===== src/rtl/regfile_write_scheduler.sv =====
// Write-port scheduler for the 8x8 register file: zeroes all registers after reset/clear,
// then round-robin arbitrates core writeback and load-unit writes onto registered controls.
module regfile_write_scheduler #(
   parameter int W = 8,
   parameter int D = 3
) (
   input  logic         clk,
   input  logic         reset_n,
   input  logic         clear,
   input  logic         core_valid,
   output logic         core_ready,
   input  logic [D-1:0] core_addr,
   input  logic [W-1:0] core_data,
   input  logic         core_imm,
   input  logic         core_zero,
   input  logic         mem_valid,
   output logic         mem_ready,
   input  logic [D-1:0] mem_addr,
   input  logic [W-1:0] mem_data,
   input  logic         mem_zero,
   output logic         reg_write,
   output logic         zero_store,
   output logic         immediate,
   output logic [W-1:0] data_in,
   output logic [W-1:0] immediate_val,
   output logic [D-1:0] write_addr,
   output logic         init_busy,
   output logic [7:0]   conflict_cnt
);

   typedef enum logic {INIT, RUN} state_t;

   localparam logic [D:0] LAST_ADDR = {1'b0, {D{1'b1}}};

   state_t       state;
   state_t       state_nxt;
   logic [D:0]   cnt;
   logic         last_mem;
   logic         core_xfer;
   logic         mem_xfer;
   logic         both_valid;

   logic         reg_write_nxt;
   logic         zero_store_nxt;
   logic         immediate_nxt;
   logic [W-1:0] data_in_nxt;
   logic [W-1:0] immediate_val_nxt;
   logic [D-1:0] write_addr_nxt;

   function automatic logic [7:0] sat_inc(input logic [7:0] v);
      return (v == 8'hFF) ? v : v + 8'd1;
   endfunction

   always_ff @(posedge clk or negedge reset_n) begin
      if (!reset_n) state <= INIT;
      else          state <= state_nxt;
   end

   always_comb begin
      state_nxt = state;
      case (state)
         INIT:    if (!clear && cnt == LAST_ADDR) state_nxt = RUN;
         RUN:     if (clear) state_nxt = INIT;
         default: state_nxt = INIT;
      endcase
   end

   // last_mem = 1 means the load unit won most recently, so core takes the next tie.
   always_comb begin
      init_busy  = (state == INIT);
      core_ready = 1'b0;
      mem_ready  = 1'b0;
      if (state == RUN && !clear) begin
         if (core_valid && mem_valid) begin
            core_ready = last_mem;
            mem_ready  = !last_mem;
         end else begin
            core_ready = core_valid;
            mem_ready  = mem_valid;
         end
      end
   end

   assign core_xfer  = core_valid && core_ready;
   assign mem_xfer   = mem_valid && mem_ready;
   assign both_valid = core_valid && mem_valid;

   always_ff @(posedge clk or negedge reset_n) begin
      if (!reset_n) begin
         cnt          <= '0;
         last_mem     <= 1'b1;
         conflict_cnt <= 8'd0;
      end else begin
         if (clear)               cnt <= '0;
         else if (state == INIT)  cnt <= cnt + 1'b1;
         if (core_xfer)           last_mem <= 1'b0;
         else if (mem_xfer)       last_mem <= 1'b1;
         if (state == RUN && both_valid) conflict_cnt <= sat_inc(conflict_cnt);
      end
   end

   always_comb begin
      reg_write_nxt     = 1'b0;
      zero_store_nxt    = 1'b0;
      immediate_nxt     = 1'b0;
      data_in_nxt       = '0;
      immediate_val_nxt = '0;
      write_addr_nxt    = '0;
      if (state == INIT) begin
         reg_write_nxt  = 1'b1;
         write_addr_nxt = cnt[D-1:0];
      end else if (core_xfer) begin
         reg_write_nxt  = 1'b1;
         write_addr_nxt = core_addr;
         if (core_imm) begin
            immediate_nxt     = 1'b1;
            immediate_val_nxt = core_data;
         end else begin
            data_in_nxt    = core_data;
            zero_store_nxt = core_zero;
         end
      end else if (mem_xfer) begin
         reg_write_nxt  = 1'b1;
         write_addr_nxt = mem_addr;
         data_in_nxt    = mem_data;
         zero_store_nxt = mem_zero;
      end
   end

   // Register-file controls are launched one cycle after acceptance.
   always_ff @(posedge clk or negedge reset_n) begin
      if (!reset_n) begin
         reg_write     <= 1'b0;
         zero_store    <= 1'b0;
         immediate     <= 1'b0;
         data_in       <= '0;
         immediate_val <= '0;
         write_addr    <= '0;
      end else begin
         reg_write     <= reg_write_nxt;
         zero_store    <= zero_store_nxt;
         immediate     <= immediate_nxt;
         data_in       <= data_in_nxt;
         immediate_val <= immediate_val_nxt;
         write_addr    <= write_addr_nxt;
      end
   end

endmodule


===== config.mk =====
export PLATFORM = sky130hd
export DESIGN_NAME = regfile_write_scheduler
export DESIGN_NICKNAME = d
export VERILOG_FILES = /design/src/rtl/regfile_write_scheduler.sv
export SDC_FILE = /design/constraint.sdc
export NUM_CORES = 1
export LEC_CHECK = 0
export CORE_UTILIZATION = 42
export DETAILED_ROUTE_END_ITERATION = 12
export GPL_ROUTABILITY_DRIVEN = 0
export PLACE_DENSITY_LB_ADDON = 0.15
export SYNTH_ARGS = -nofsm -noshare
export SYNTH_HDL_FRONTEND = slang
export SYNTH_SLANG_ARGS = --single-unit
export TNS_END_PERCENT = 30

===== constraint.sdc =====
create_clock -name clk -period 1.71 [get_ports clk]
set_input_delay 0.342 -clock clk [delete_from_list [all_inputs] [get_ports clk]]
set_output_delay 0.342 -clock clk [all_outputs]
set_load 0.01 [all_outputs]

Word-level counts from Yosys, hierarchy flattened
Cells that the tools add are included.
- flip-flop bits (word level): 36
- input bits: 30
- logic and storage cells: 58
- $add $sub $neg: 2
- equality and inequality tests: 3
- muxes and demuxes: 31
- bitwise logic cells: 2
- reduce and logical (&&, ||, !) cells: 10
- operator list (operator ; count):
    $mux W8 ; 7
    $mux W1 ; 18
    $mux W3 ; 3
    $add A8 B1 Y8 const B ; 1
    $eq A8 B8 Y1 const B ; 1
    $mux W4 ; 2
    $logic_and A1 B1 Y1 ; 6
    $add A4 B1 Y4 const B ; 1
    $eq A4 B3 Y1 const B ; 1
    $logic_not A1 Y1 ; 2
    $ne A2 B2 Y1 const B ; 1
    $not A1 Y1 ; 2
    $pmux W1 S2 ; 1
    $reduce_and A2 Y1 ; 1
    $reduce_bool A2 Y1 ; 1

Longest topological paths before layout
- depth after elaboration: 7
- gate-level depth with buffers: 4
- mapped depth without buffers: 4

Least setup slack after synthesis
Ideal clock, no wire load.
- kind: register -> register
- start point: reg conflict_cnt[0]
- end point: reg conflict_cnt[1]
- library setup time: 0.125 ns
- arrival time: 1.357 ns
- required time: 1.585 ns
- setup slack: 0.228 ns
- cell stages (with the launch flop): 5
- period minus slack after synthesis: 1.482 ns
- cells stage by stage: dfrtp_1 > ha_1 > nand4_1 > o21bai_4 > mux2_4
- longest elaborated chain between the ends: 3
- elaborated cells between the ends (all ways): 4
- classes of those cells: add/sub (1); eq/ne (1); bitwise (1); reduce/logical (1)
- RTL lines (item ; RTL line ; RTL):
    from (decl) ; 28 ; output logic [7:0] conflict_cnt
    from (signal assigned) ; 98 ; if (state == RUN && both_valid) conflict_cnt <= sat_inc(conflict_cnt);
    branches (longest 3 deep; another with $add A8 B1 Y8) ; -- ;
Parallel ways; which one is timed is not known.
A chain may end at the register's enable or synchronous reset.

Worst setup path in the final report
- start point: reg last_mem
- end point: out core_ready
- longest elaborated chain between the ends: 2
- RTL lines (item ; RTL line ; RTL):
    from (decl) ; 38 ; logic last_mem;
    from (signal assigned) ; 91 ; last_mem <= 1'b1;
    from (signal assigned) ; 96 ; if (core_xfer) last_mem <= 1'b0;
    from (signal assigned) ; 97 ; else if (mem_xfer) last_mem <= 1'b1;
    $mux W1 ; 74 ; if (core_valid && mem_valid) begin
    $mux W1 ; 73 ; if (state == RUN && !clear) begin
    to (decl) ; 11 ; output logic core_ready,
Every way passes these cells.

==> impl_metrics.yaml <==
outcome:
  status: "finished, violations left"
  failed_checks: "setup timing"
timing:
  fin_hold_ws_ns: 0.0580
  final_hold_viol_count: 0
  final_min_period_over_clock_period_pct: 101
  rsz0062_at_grt: "true"
  timing.clock.skew_ns: 0.00473
  max_freq_mhz: 581
  slew_headroom_pct: 60.2
  slew_violations: 0
  post_route_setup_slack_ns: -0.0112
  finalCriticalPeriod_ns: 1.72
  worst_slew_pin_slew_ns: 0.597
  setup_viol_count_final: 1
routing:
  drtPass1Iterations: 4
  drt.antenna.violating_nets: 0
  route.detailed.wl_per_inst_um: 13.8
  routed_wirelength_um: 3390
  drtIter0Drc: 42
  drc_errors: 0
  detail_route.vias_per_cell: 5.07
  detailroute.via_count: 1243
global_routing:
  grtUsageMet3_pct: 7.12
  number_of_global_route_vias_before_repair: 1201
  grt_start_max_net_pins: 29
  grt.overflow.total: 0
  grt_first_pass_wirelength_um: 5410
  top_usage_layer: "met2"
  gr-usage-met2_pct: 30.4
  grtUsageMet1_pct: 21.6
  grtUsageTotal_pct: 18.4
  grt_antenna_before_repair: 0
synth:
  yosys.cell_count.top_type: "dfrtp_1"
  synth_enable_flop_cells: 0
  netlist_top_cells_count: "dfrtp_1, a22o_1, and3_1"
  ys_ff_latch: 36
  synth.cell_area_um2: 1550
  yosysTopAreaCellShare_pct: 56.4
  synth_area_leaders: "dfrtp_1, a22o_1, and3_1"
  flip_flop_cell_with_the_highest_count_after_synthesis: "dfrtp_1"
  syn_inst: 115
  synth-seq-area-share_pct: 58.1
  syn_nets: 147
  ys_async_sr_fraction_pct: 100
  yosys_warnings: 0
  syn_area_per_cell_um2: 13.5
  synth_top_cell_by_area: "dfrtp_1"
  post_synth_num_cell_types: 37
power:
  power.share.combinational_pct: 11.6
  power.switching_fraction_pct: 21.5
  clkPwrFrac_pct: 36.9
  p_leak_nw: 1.14
  power.density_cell_area_nw_per_um2: 718
  p_switching_uw: 377
  p_seq_share_pct: 51.5
  cellInternalPower_mw: 1.37
  worst_ir_drop_vdd_mv: 0.489
setup_path:
  crit_path_start_kind: "register"
  worstPathCellList: "and2b_1, nor2_4, clkdlybuf4s15_2"
  worst_path_dominant_cell_family: "flip-flops"
  worstSetupEndpointType: "output port"
  worst-r2r-setup-slack_ns: 0.08
  timing.critical_path.slowest_cell_delay_ns: 0.53
  critical_path.n_buffers_inverters: 1
  timing.critical_path.fanout_max: 2
  path_class: "reg -> out"
  timing.critical_path.arrival_ns: 1.38
  crit_required_ns: 1.37
  crit_slowest_cell: "dfstp_2"
floorplan:
  std_cell_rows: 21
  io-pin-count: 63
  die_height_um: 62.8
  dieArea_um2: 3940
  floorplan.initialDensity_pct: 45.1
  fp.dieW_um: 62.8
  core_area_um2: 3440
placement:
  place_worst_setup_slack_ns: -0.352
  port_buffers: 62
  place_area_um2: 2330
  place_hpwl_um: 2640
flow_run:
  max_cap_viol_count: 0
cts:
  insertion_delay_ns: 0.29
  cts.reportedPaths.clkPinSlew_ns: 0.07
  cts_buffers: 5
  cts_tree: "built"
  ctsRootBufferMaster: "clkbuf_8"
  clkSinkCount: 36
  cts_hold_buf: 0
  cts_buffer_depth: 2
  cts_max_level: 2
finish:
  non_filler_cell_area_final_um2: 2430
  number_of_antenna_diodes: 0
  layout.filler_cells: 259
  share_of_cells_above_drive_strength_1_pct: 20.1
  final-seq-area_um2: 902
  multi_input_comb_area_um2: 606
  layout-area-overhead-vs-synth_pct: 56.7
  finish.utilization_pct: 70.7
  nNetsFinal: 230
hold_path:
  min_path_type: "in -> async"
[final timing paths]
| path | to | depth (start not counted) | start |
|---|---|---|---|
| worst min-delay path | data_in[7] | 1 | reset_n |
| max in group asynchronous | cnt[3] | 2 | reset_n |
| min in group clk | cnt[2] | 3 | clear |
| worst min register to register | conflict_cnt[7] | 1 | conflict_cnt[7] |
| worst max-delay path | core_ready | 3 | last_mem |
| worst max register to register | write_addr[0] | 6 | last_mem |
[kinds of logic after synthesis]
group	synth area share, %
muxes	2.98
AOI/OAI and AO/OA	10.4
adders and majority gates	1.61
xor gates and xnor gates	3.38
DFF	58.1
buffers and inverters	2.90
and+or+nand+nor	20.6
[stage by stage]
step	power [mW]	cells	TNS (ns)
2_1_floorplan	0.968	115	0
3_3_place_gp	1.11	236	-1.06
3_5_place_dp	1.12	236	-1.57
4_1_cts	1.76	244	-0.0627
5_1_grt	1.81	245	-0.0430
6_report	1.75	245	-0.0112
[repair_timing]
item | in CTS | in global routing
gates resized for setup | 7 | 2
buffers inserted | 0 | 1
pin swaps | 0 | 1
endpoints found under the setup margin | 3 | 2
cloned | 0 | 0
[worst reg2reg max path: cells and delay by family, from the launching register on]
| family | cells | cell delay (ns) |
|---|---|---|
| AO/OA/AOI/OAI | 1 | 0.35 |
| buffers and inverters | 3 | 0.41 |
| AND/OR/NAND/NOR | 2 | 0.23 |
| flip-flops | 1 | 0.53 |
[layout by cell type (no fill, tap or decap), types with 3 or more instances in the layout]
master	Yosys	layout
and3_1	9	9
buf_4	1	16
clkbuf_8	0	7
a22o_1	10	10
inv_1	4	4
nor2_1	5	5
nand2_1	3	3
dfrtp_1	35	35
xnor2_1	3	3
clkdlybuf4s50_1	0	57
a221o_1	3	3
xor2_1	3	3
nor2b_1	5	5
[metal layers]
metal	wire length (um)	up-vias	part of all wire, %
li1	-	586	-
met1	1440	604	42
met2	1650	46	49
met3	241	7	7.1
met4	60	0	1.8
met5	0	-	0
[flip-flops by register name, summed over array words and instances (netlist names)]
signal,flops
cnt,4
immediate_val,8
reg_write,1
zero_store,1
last_mem,1
conflict_cnt,8
write_addr,3
state,1
immediate,1
data_in,8
[power by group through the flow]
stage	registers, mW	logic [mW]	clock network, mW
floorplan	0.920	0.0486	0
global route	0.903	0.223	0.689
finish	0.900	0.203	0.645
CTS	0.900	0.207	0.656
detailed placement	0.916	0.205	0
global placement	0.914	0.199	0
[final cells by class]
type,count,area share (%)
repair buffers,79,31.0
flip-flops and latches,36,37.1
well taps,46,2.37
clock buffers,8,4.11
multi-input cells,72,24.9
inverters,4,0.617
Power figures use the tool's default switching activity.
